$ cat config.mk
export PLATFORM = sky130hd
export DESIGN_NAME = bin_to_bcd_seq
export DESIGN_NICKNAME = d
export VERILOG_FILES = /design/src/rtl/bcd_pkg.sv /design/src/rtl/add3.sv /design/src/rtl/bin_to_bcd_seq.sv
export SDC_FILE = /design/constraint.sdc
export NUM_CORES = 1
export LEC_CHECK = 0
export CAP_MARGIN = 15
export CORE_MARGIN = 1
export CORE_UTILIZATION = 25
export CTS_BUF_LIST = sky130_fd_sc_hd__clkbuf_4 sky130_fd_sc_hd__clkbuf_8
export DETAILED_ROUTE_END_ITERATION = 10
export HOLD_SLACK_MARGIN = 0.03
export PLACE_DENSITY = 0.47
export SYNTH_ARGS = -nofsm -noshare
export SYNTH_HDL_FRONTEND = slang
export SYNTH_SLANG_ARGS = --single-unit
$ cat constraint.sdc
create_clock -name clk -period 4.35 [get_ports clk]
set_clock_uncertainty 0.1 [all_clocks]
set_input_delay 0.435 -clock clk [delete_from_list [all_inputs] [get_ports clk]]
set_output_delay 0.435 -clock clk [all_outputs]
set_load 0.005 [all_outputs]
$ cat src/rtl/bcd_pkg.sv
// Shared definitions for the sequential binary-to-BCD converter.
//   state_t         : controller states (IDLE, SHIFT, DONE)
//   bcd_digits_for  : minimum BCD digit count that can hold 2**width - 1
package bcd_pkg;

  typedef enum logic [1:0] {
    IDLE  = 2'd0,
    SHIFT = 2'd1,
    DONE  = 2'd2
  } state_t;

  // The number of decimal digits of 2**w - 1 equals that of 2**w, because a
  // power of two is never a power of ten for w >= 1. That count is
  // floor(w * log10(2)) + 1. log10(2) is held in fixed point (1e-9 units),
  // which is exact enough for any practical width.
  function automatic int bcd_digits_for(input int width);
    longint prod;
    prod = longint'(width) * 64'sd301029995;
    return int'(prod / 64'sd1000000000) + 1;
  endfunction

endpackage

$ cat src/rtl/add3.sv
// Double-dabble correction cell for one BCD digit.
//   d : digit before the shift
//   q : d + 3 when d is 5..9, otherwise d unchanged
// Inputs 10..15 cannot occur in a correctly sequenced converter.
module add3 (
  input  logic [3:0] d,
  output logic [3:0] q
);

  always_comb begin
    q = d;
    if (d >= 4'd5) q = d + 4'd3;
  end

endmodule

$ cat src/rtl/bin_to_bcd_seq.sv
// Sequential binary-to-BCD converter, one binary bit per clock.
//
// Ports:
//   clk, rst_n          : clock, asynchronous active-low reset
//   in_valid / in_ready : input handshake, bin_in carries the binary word
//   out_valid/out_ready : output handshake, bcd_out carries packed BCD
//                         (digit 0, the units, in bits [3:0])
//   busy                : high while the shift sequence is running
//
// Handshake semantics (both ports): a transfer happens on the rising edge
// where valid && ready are both high. in_ready is high only in IDLE, so a
// word offered while busy or while a result is pending is simply not taken.
// out_valid stays high and bcd_out stays constant until out_ready is seen.
// bcd_out keeps its last value after the output transfer.
//
// Latency is WIDTH cycles from acceptance to out_valid, independent of the
// value converted.
module bin_to_bcd_seq
  import bcd_pkg::*;
#(
  parameter int WIDTH  = 16,
  parameter int DIGITS = 5
) (
  input  logic                  clk,
  input  logic                  rst_n,
  input  logic                  in_valid,
  output logic                  in_ready,
  input  logic [WIDTH-1:0]      bin_in,
  output logic                  out_valid,
  input  logic                  out_ready,
  output logic [4*DIGITS-1:0]   bcd_out,
  output logic                  busy
);

  localparam int BW  = 4 * DIGITS;
  localparam int SRW = BW + WIDTH;
  localparam int CW  = $clog2(WIDTH + 1);

  generate
    if (WIDTH < 1 || DIGITS < bcd_digits_for(WIDTH)) begin : g_bad_params
      $error("bin_to_bcd_seq: DIGITS too small for WIDTH (or WIDTH < 1)");
    end
  endgenerate

  state_t          state;
  state_t          state_n;
  logic [SRW-1:0]  sr;
  logic [CW-1:0]   cnt;
  logic [BW-1:0]   bcd_corr;
  logic [SRW-1:0]  sr_shift;
  logic            last;

  // One correction cell per nibble of the BCD field of the working register.
  genvar gi;
  generate
    for (gi = 0; gi < DIGITS; gi++) begin : g_add3
      add3 u_add3 (
        .d (sr[WIDTH + 4*gi +: 4]),
        .q (bcd_corr[4*gi +: 4])
      );
    end
  endgenerate

  // Correct every digit, then shift the whole register left with a 0 in.
  // The bit leaving the top is always 0 for in-range parameters.
  assign sr_shift = {bcd_corr, sr[WIDTH-1:0]} << 1;
  assign last     = (cnt == CW'(1));

  // State register
  always_ff @(posedge clk or negedge rst_n) begin
    if (!rst_n) state <= IDLE;
    else        state <= state_n;
  end

  // Next state
  always_comb begin
    state_n = state;
    case (state)
      IDLE:    if (in_valid)  state_n = SHIFT;
      SHIFT:   if (last)      state_n = DONE;
      DONE:    if (out_ready) state_n = IDLE;
      default:                state_n = IDLE;
    endcase
  end

  assign in_ready  = (state == IDLE);
  assign out_valid = (state == DONE);
  assign busy      = (state == SHIFT);

  // Datapath: working register, iteration counter, result register
  always_ff @(posedge clk or negedge rst_n) begin
    if (!rst_n) begin
      sr      <= '0;
      cnt     <= '0;
      bcd_out <= '0;
    end else begin
      case (state)
        IDLE: begin
          if (in_valid) begin
            sr  <= {{BW{1'b0}}, bin_in};
            cnt <= CW'(WIDTH);
          end
        end
        SHIFT: begin
          sr  <= sr_shift;
          cnt <= cnt - CW'(1);
          if (last) bcd_out <= sr_shift[SRW-1 -: BW];
        end
        default: ;
      endcase
    end
  end

endmodule

# Word-level counts from Yosys, hierarchy flattened
# Cells that the tools add are included.
# totals
ff_bits,63
out_inout_bits,23
wordCells,39
# classes
addsub,6
order_cmp,5
eq_ne,6
muxes,13
reduce_logical,5
# ops
operator,n
$pmux W36 S2,1
$mux W36,1
$ge A4 B3 Y1 const B,5
$add A4 B2 Y4 const B,4
$mux W4,4
$pmux W5 S2,1
$mux W2,3
$pmux W2 S3,1
$eq A5 B1 Y1 const B,1
$mux W5,1
$sub A5 B1 Y5 const B,1
$ne A2 B1 Y1 const B,2
$reduce_and A2 Y1,2
$add A3 B2 Y3 const B,1
$mux W3,1
$reduce_and A3 Y1,1
$eq A2 B1 Y1 const B,1
$eq A2 B2 Y1 const B,1
$logic_not A2 Y1,1
$ne A2 B2 Y1 const B,1
$reduce_bool A2 Y1,1

# Longest topological paths before layout
# Gate-level depths: netlist of run 1.
# depth
word_depth,3
ltp_mapped,7
depth_no_buf,6

# Cells and area by module
# Synthesis of run 1 repeated with hierarchy kept, for this count alone.
# unflattened
hier_cells,272
hier_area_um2,3079.2
# modules_own_cells
module,instances,cells_per_inst,area_each_um2,seq_area_each_um2
bin_to_bcd_seq,1,192,2572.5,1576.5
add3,5,16,101.3,0.0

# Worst setup path before layout of run 1
# No wires, ideal clock.
# synth_path
kind,reg2reg
start,reg sr[24]
end,reg bcd_out[10]
arrival_ns,1.429
path_slack_ns,2.738
path_stages_with_launch,7
path_buffers,0
path_cell_list,dfrtp_1 -> inv_1 -> ha_1 -> nand2b_1 -> a21oi_1 -> mux2_2 -> o21ai_0
# synth_between
elab_chain_cells,2
# synth_rtl
item,line_no,rtl
from (decl),bin_to_bcd_seq.sv:47,logic [SRW-1:0] sr;
from (signal assigned),bin_to_bcd_seq.sv:100,"sr <= {{BW{1'b0}}, bin_in};"
from (signal assigned),bin_to_bcd_seq.sv:105,sr <= sr_shift;
$add A4 B2 Y4 / $ge A4 B3 Y1 (equally long branches),add3.sv:12,if (d >= 4'd5) q = d + 4'd3;
$mux W4 (*),add3.sv:12,
to (signal assigned),bin_to_bcd_seq.sv:107,if (last) bcd_out <= sr_shift[SRW-1 -: BW];
to (decl),bin_to_bcd_seq.sv:31,"output logic [4*DIGITS-1:0] bcd_out,"
# Every way passes the cells marked *; elsewhere a longest branch is shown, timed or not.
# A chain may end at the register's enable or synchronous reset.

# Worst setup path after layout of run 1
# layout_path
start,reg state[1]
end,out busy
# layout_between
elab_chain_cells,1
# layout_rtl
item,line_no,rtl
from (decl),bin_to_bcd_seq.sv:45,state_t state;
from (signal assigned),bin_to_bcd_seq.sv:72,else state <= state_n;
$eq A2 B1 Y1,bin_to_bcd_seq.sv:88,assign busy = (state == SHIFT);
to (decl),bin_to_bcd_seq.sv:32,output logic busy
# Every way passes these cells.

==> results of run 1 <==
-- sequential cells by signal, indices dropped and copies added (netlist names) --
name and flops:
sr 36, bcd_out 20, state 2, cnt 5
-- through the flow --
stage,std cells,hold slack [ps],cell area [µm²],utilization [%]
5_1_grt,503,198,3820,31.8
3_5_place_dp,487,371,3640,30.3
2_1_floorplan,310,39.4,3090,-
4_1_cts,503,157,3820,31.8
6_report,503,127,3820,31.8
3_3_place_gp,487,366,3640,30.3
-- placed cells by master (no fill, tap or decap), types with 7 or more instances in the layout --
master and n:
sky130_fd_sc_hd__a21oi_1 29, sky130_fd_sc_hd__a22o_1 7, sky130_fd_sc_hd__a22oi_1 15, sky130_fd_sc_hd__clkbuf_8 11
sky130_fd_sc_hd__clkdlybuf4s50_1 41, sky130_fd_sc_hd__dfrtp_1 63, sky130_fd_sc_hd__ha_1 12, sky130_fd_sc_hd__inv_1 14
sky130_fd_sc_hd__mux2_2 10, sky130_fd_sc_hd__nand2_1 31, sky130_fd_sc_hd__nand2b_1 8, sky130_fd_sc_hd__nor2b_1 16
sky130_fd_sc_hd__nor3b_1 9, sky130_fd_sc_hd__o21ai_0 53
-- layout make-up --
type | instances | share of cell area [%]
clock buffer | 13 | 4.35
clock inverter | 3 | 0.458
tap | 147 | 4.81
sequential | 63 | 41.2
timing repair buffer | 46 | 11.6
multi-input combinational | 217 | 36.1
inverter | 14 | 1.37
-- path summary, 6_finish.rpt --
check / slack, ps / endpoint / startpoint
min: 130 / sr[9] / rst_n
min reg2reg: 380 / bcd_out[11] / bcd_out[11]
max in group asynchronous: 3140 / sr[34] / rst_n
max reg2reg: 1760 / bcd_out[13] / state[1]
max: 1500 / busy / state[1]
min in group clk: 380 / bcd_out[11] / bcd_out[11]
-- kinds of logic (layout without fill, tap and decap cells) --
kind of cell	Yosys count	in the layout
adders and majority gates	12	12
muxes	11	11
buffers and inverters	30	76
AOI/OAI and AO/OA	106	106
xor gates and xnor gates	6	6
DFF	63	63
and+or+nand+nor	82	82
-- report_power, final --
group / switching, mW / internal [mW]
Clock: 0.223 / 0.249
Combinational: 0.498 / 0.544
Sequential: 0.232 / 0.829
Total: 0.953 / 1.62
-- per-layer routing --
metal | vias to the layer above | global-route usage (%) | wire length, µm | part of all wire, %
met4 | 0 | 2.63 | 63 | 0.92
met1 | 1155 | 16.0 | 3450 | 50
met3 | 5 | 3.91 | 291 | 4.2
li1 | 1167 | - | - | -
met5 | - | 0 | 0 | 0
met2 | 60 | 18.9 | 3070 | 45
==> flow_summary.toml, run 1 <==
[placement]
place.detailed.hpwl_um = 4410
placement.setup.worst_slack_ps = 1500
port_buffers = 42
routability_congestion_estimate = 0.750

[clock_network]
post-cts-setup-buffer-count = 0
postCtsHoldBufs = 0
h-tree-depth = 3
cts_sinks = 63
cts_tree = "yes"
post_cts_resize_count = 0
clk_path_buf_depth = 2
clk_transition_reported_paths_ps = 70
clk-insertion-delay-late_ps = 330
cts_inserted_buffers = 9
cts_root_buffer = "sky130_fd_sc_hd__clkbuf_8"

[timing]
setup_tns_ps = 0
worst_slack_ps = 1500
drv_slew = 0
finalHoldViolations = 0
final.period_utilization_pct = 65.6
min_clock_period_post_route_ps = 2850
maxSlewHeadroom_pct = 27.0
max_freq_ghz = 0.351
tightestPinTransition_ps = 1090
grt_setup_unrepaired = "no"
finalSetupViolations = 0

[routing]
vias = 2387
drt-wirelength-per-cell_um = 13.7
detail_route.vias_per_cell = 4.75
drt.antenna.violating_nets = 0
wirelength_um = 6870
drt_first_iter_violations = 71
dr.pass1.iters = 4
drc = 0

[run_status]
run_status = "finished clean"

[critical_path]
crit_path_end_kind = "output port"
worst_ep_arrival_time_ps = 2320
critical_path.startpoint_type = "flop"
critical_path.slowest_cell = "sky130_fd_sc_hd__dfrtp_1"
critical_path_buf_inv_count = 3
crit_chain = "nand2b_1 > buf_4 > inv_1 > clkdlybuf4s50_1"
kind_of_cell_with_the_highest_combined_delay_on_the_critical_path = "buffers and inverters"
worstSetupPathType = "reg -> out"
ff2ff_path_depth = 5
critPathMaxFanout = 21
timing.critical_path.required_ps = 3820
critical_path_depth = 4
cpPeakStageDelay_ps = 640

[global_routing]
antenna_found_initial = 0
grt_util_all_layers_pct = 12.0
maximum_number_of_pins_on_one_net_before_global_route_repair = 40
via_count_of_the_first_global_routing_pass = 2394
grt_pass1_wl_um = 12100
globalRouteOverflowTotal = 0

[yosys]
yosys.area.top_type = "sky130_fd_sc_hd__dfrtp_1"
synth_top_area_share_pct = 51.0
count_of_state_elements_after_synthesis = 63
synth_warnings = 0
post_synth_num_cell_types = 29
post_synth_and_or_nand_nor_area_fraction_pct = 14.7
synth_common_cells = "63 x sky130_fd_sc_hd__dfrtp_1, 53 x sky130_fd_sc_hd__o21ai_0, 31 x sky130_fd_sc_hd__nand2_1"
multiplexer_fraction_of_the_synthesized_cell_area_pct = 4.13
synth-async-reset-ratio_pct = 100
synth-adder-area-share_pct = 4.86
synth_xor_area_share_pct = 1.70
synth_enable_flop_cells = 0
post_synth.cell_area_avg_um2 = 9.97
synth_seq_area_share_pct = 51.0
synthCells = 310
synth-main-ff-cell = "sky130_fd_sc_hd__dfrtp_1"
synthMostInstantiatedCell = "sky130_fd_sc_hd__dfrtp_1"
synthesis.area_um2 = 3090
dominant_combinational_cell_family_by_area_after_synthesis = "compound AO/OA/AOI/OAI gates"
synth_compound_area_share_pct = 19.4
mappedNetlistNets = 342
ys_top_cells_by_area = "sky130_fd_sc_hd__dfrtp_1 51%, sky130_fd_sc_hd__o21ai_0 8.6%, sky130_fd_sc_hd__ha_1 4.9%"

[pwr]
peak_ir_drop_on_the_vdd_network_mv = 0.190
total_chip_power_mw = 2.57
leakage_power_nw = 1.62
power-per-cell-area_nw_per_um2 = 673

[final_layout]
finalNetCount = 383
final-seq-area_um2 = 1580
num_antenna_cells = 0
fillCellCount = 1267
post_route_cells_drive_above_1_share_pct = 9.55
layout-area-overhead-vs-synth_pct = 23.7
multi_input_comb_area_um2 = 1380

[floorplan]
core_region_area_um2 = 12000
floorplan.die_area_um2 = 12800
io_pins = 43
row_count = 40
floorplan.die.height_um = 113
die-width_um = 113
initial_core_util_pct = 25.7

[min_path]
min_delay_worst_type = "in -> async"

[run]
cap_violations = 0
(Power assumes the default switching activity.)
==> run 2, diff against run 1 <==
PLACE_DENSITY = 0.48   (was 0.47)
clock period = 2.6 ns   (was 4.35 ns; I/O delays follow)
==> run 2 against run 1 <==
Effect of this change: flip-flop and latch count unchanged; critical endpoint unchanged; first-iteration DRC count is 8.5% higher; die area stayed put; final area is 0.98% higher; sequential power is 62% higher.
==> flow_summary.toml, run 2 (synthesized netlist as in run 1, its figures left out) <==
[critical_path]
worst_ep_arrival_time_ps = 1700
critPathMaxFanout = 9
worstSetupPathType = "reg -> out"
cpPeakStageDelay_ps = 590
critical_path.slowest_cell = "sky130_fd_sc_hd__clkdlybuf4s50_1"
crit_path_end_kind = "output port"
critical_path.startpoint_type = "flop"
crit_chain = "nand2b_1 > inv_1 > clkdlybuf4s50_1"
timing.critical_path.required_ps = 2240

[run_status]
run_status = "finished clean"

[routing]
drt_first_iter_violations = 77
dr.pass1.iters = 4
wirelength_um = 6790
drt.antenna.violating_nets = 0
drt-wirelength-per-cell_um = 13.4
vias = 2382
drc = 0
detail_route.vias_per_cell = 4.69

[timing]
setup_tns_ps = 0
drv_slew = 0
maxSlewHeadroom_pct = 58.3
finalSetupViolations = 0
final.period_utilization_pct = 79.1
min_clock_period_post_route_ps = 2060
finalHoldViolations = 0
grt_setup_unrepaired = "no"
max_freq_ghz = 0.486
tightestPinTransition_ps = 624

[pwr]
leakage_power_nw = 1.64
peak_ir_drop_on_the_vdd_network_mv = 0.304
power-per-cell-area_nw_per_um2 = 1110

[final_layout]
layout_common_cells = "63 x sky130_fd_sc_hd__dfrtp_1, 53 x sky130_fd_sc_hd__o21ai_0, 41 x sky130_fd_sc_hd__clkdlybuf4s50_1"
final_util_pct = 32.1
largest_register = "sr"
biggestRegsByFlops = "sr (36), bcd_out (20), cnt (5)"
finalNetCount = 388
largest_register_ff_count = 36
layout-area-overhead-vs-synth_pct = 24.9
num_antenna_cells = 0
layoutNonFillerInstCount = 508
post_route_cells_drive_above_1_share_pct = 10.5
mostFrequentLayoutCell = "sky130_fd_sc_hd__dfrtp_1"

[global_routing]
via_count_of_the_first_global_routing_pass = 2446
globalRouteOverflowTotal = 0
grt_pass1_wl_um = 12200
grt_util_all_layers_pct = 12.0
maximum_number_of_pins_on_one_net_before_global_route_repair = 64
antenna_found_initial = 0

[clock_network]
cts_root_buffer = "sky130_fd_sc_hd__clkbuf_8"
clk_transition_reported_paths_ps = 70
postCtsHoldBufs = 1
cts_tree = "yes"
cts_inserted_buffers = 9
post_cts_resize_count = 0
post-cts-setup-buffer-count = 0
clk_path_buf_depth = 2
h-tree-depth = 3
cts_sinks = 63
clk-insertion-delay-late_ps = 340

[floorplan]
row_count = 40
initial_core_util_pct = 25.7
io_pins = 43
floorplan.die_area_um2 = 12800
core_region_area_um2 = 12000
floorplan.die.height_um = 113
die-width_um = 113

[placement]
routability_congestion_estimate = 0.721
placed_cells_incl_taps = 491
port_buffers = 42
place.detailed.hpwl_um = 4450

[min_path]
min_delay_worst_type = "in -> async"

[run]
cap_violations = 0
## run 2: changes by cell type in the layout (fill, tap and decap cells not counted)
cell,before,now
sky130_fd_sc_hd__buf_12,0,1
sky130_fd_sc_hd__buf_4,4,7
sky130_fd_sc_hd__clkbuf_4,2,3
sky130_fd_sc_hd__clkbuf_8,11,9
sky130_fd_sc_hd__clkinv_2,2,3
sky130_fd_sc_hd__dlygate4sd3_1,0,1
## run 2: power breakdown
part           internal, mW  switching (mW)  leakage [nW]
logic                 0.929           0.899         0.735
clock network         0.373           0.371        0.0904
registers              1.39           0.334         0.812
## run 2: final cells by class
type | instances | area, µm²
clock buffers | 12 | 146
clock inverters | 4 | 22.5
fillers | 1262 | 8150
inverters | 14 | 52.6
multi-input cells | 217 | 1380
flip-flops and latches | 63 | 1580
well taps | 147 | 184
repair buffers | 51 | 498
## run 2: per-layer routing
layer  global-route usage (%)  up-vias  wire [µm]
met5                        0        -          0
met4                     4.47        0         97
li1                         -     1183          -
met1                     16.6     1125       3460
met2                     17.8       63       2900
met3                     3.21       11        330
## run 2: final timing paths
kind,startpoint,to,slack [ps],cells past startpoint
worst max-delay path,state[1],busy,540,3
worst min-delay path,rst_n,sr[11],350,3
worst min register to register,bcd_out[15],bcd_out[15],380,2
min in group clk,bcd_out[15],bcd_out[15],380,2
max in group asynchronous,rst_n,sr[31],1750,3
worst max register to register,cnt[1],bcd_out[17],700,5
## run 2: metrics by stage
step	instance area [µm²]	hold slack, ps	setup slack (ps)	total power, mW
floorplan	3090	-136	988	2.88
global placement	3680	203	730	3.56
detailed placement	3680	201	680	3.59
CTS	3860	361	477	4.37
global route	3860	376	419	4.72
finish	3860	347	543	4.29
## run 2: critical path: cells and delay by family, from the launching register on
kind                   cells  cell delay, ps
flip-flops                 1             370
AND/OR/NAND/NOR            1             150
buffers and inverters      2             830
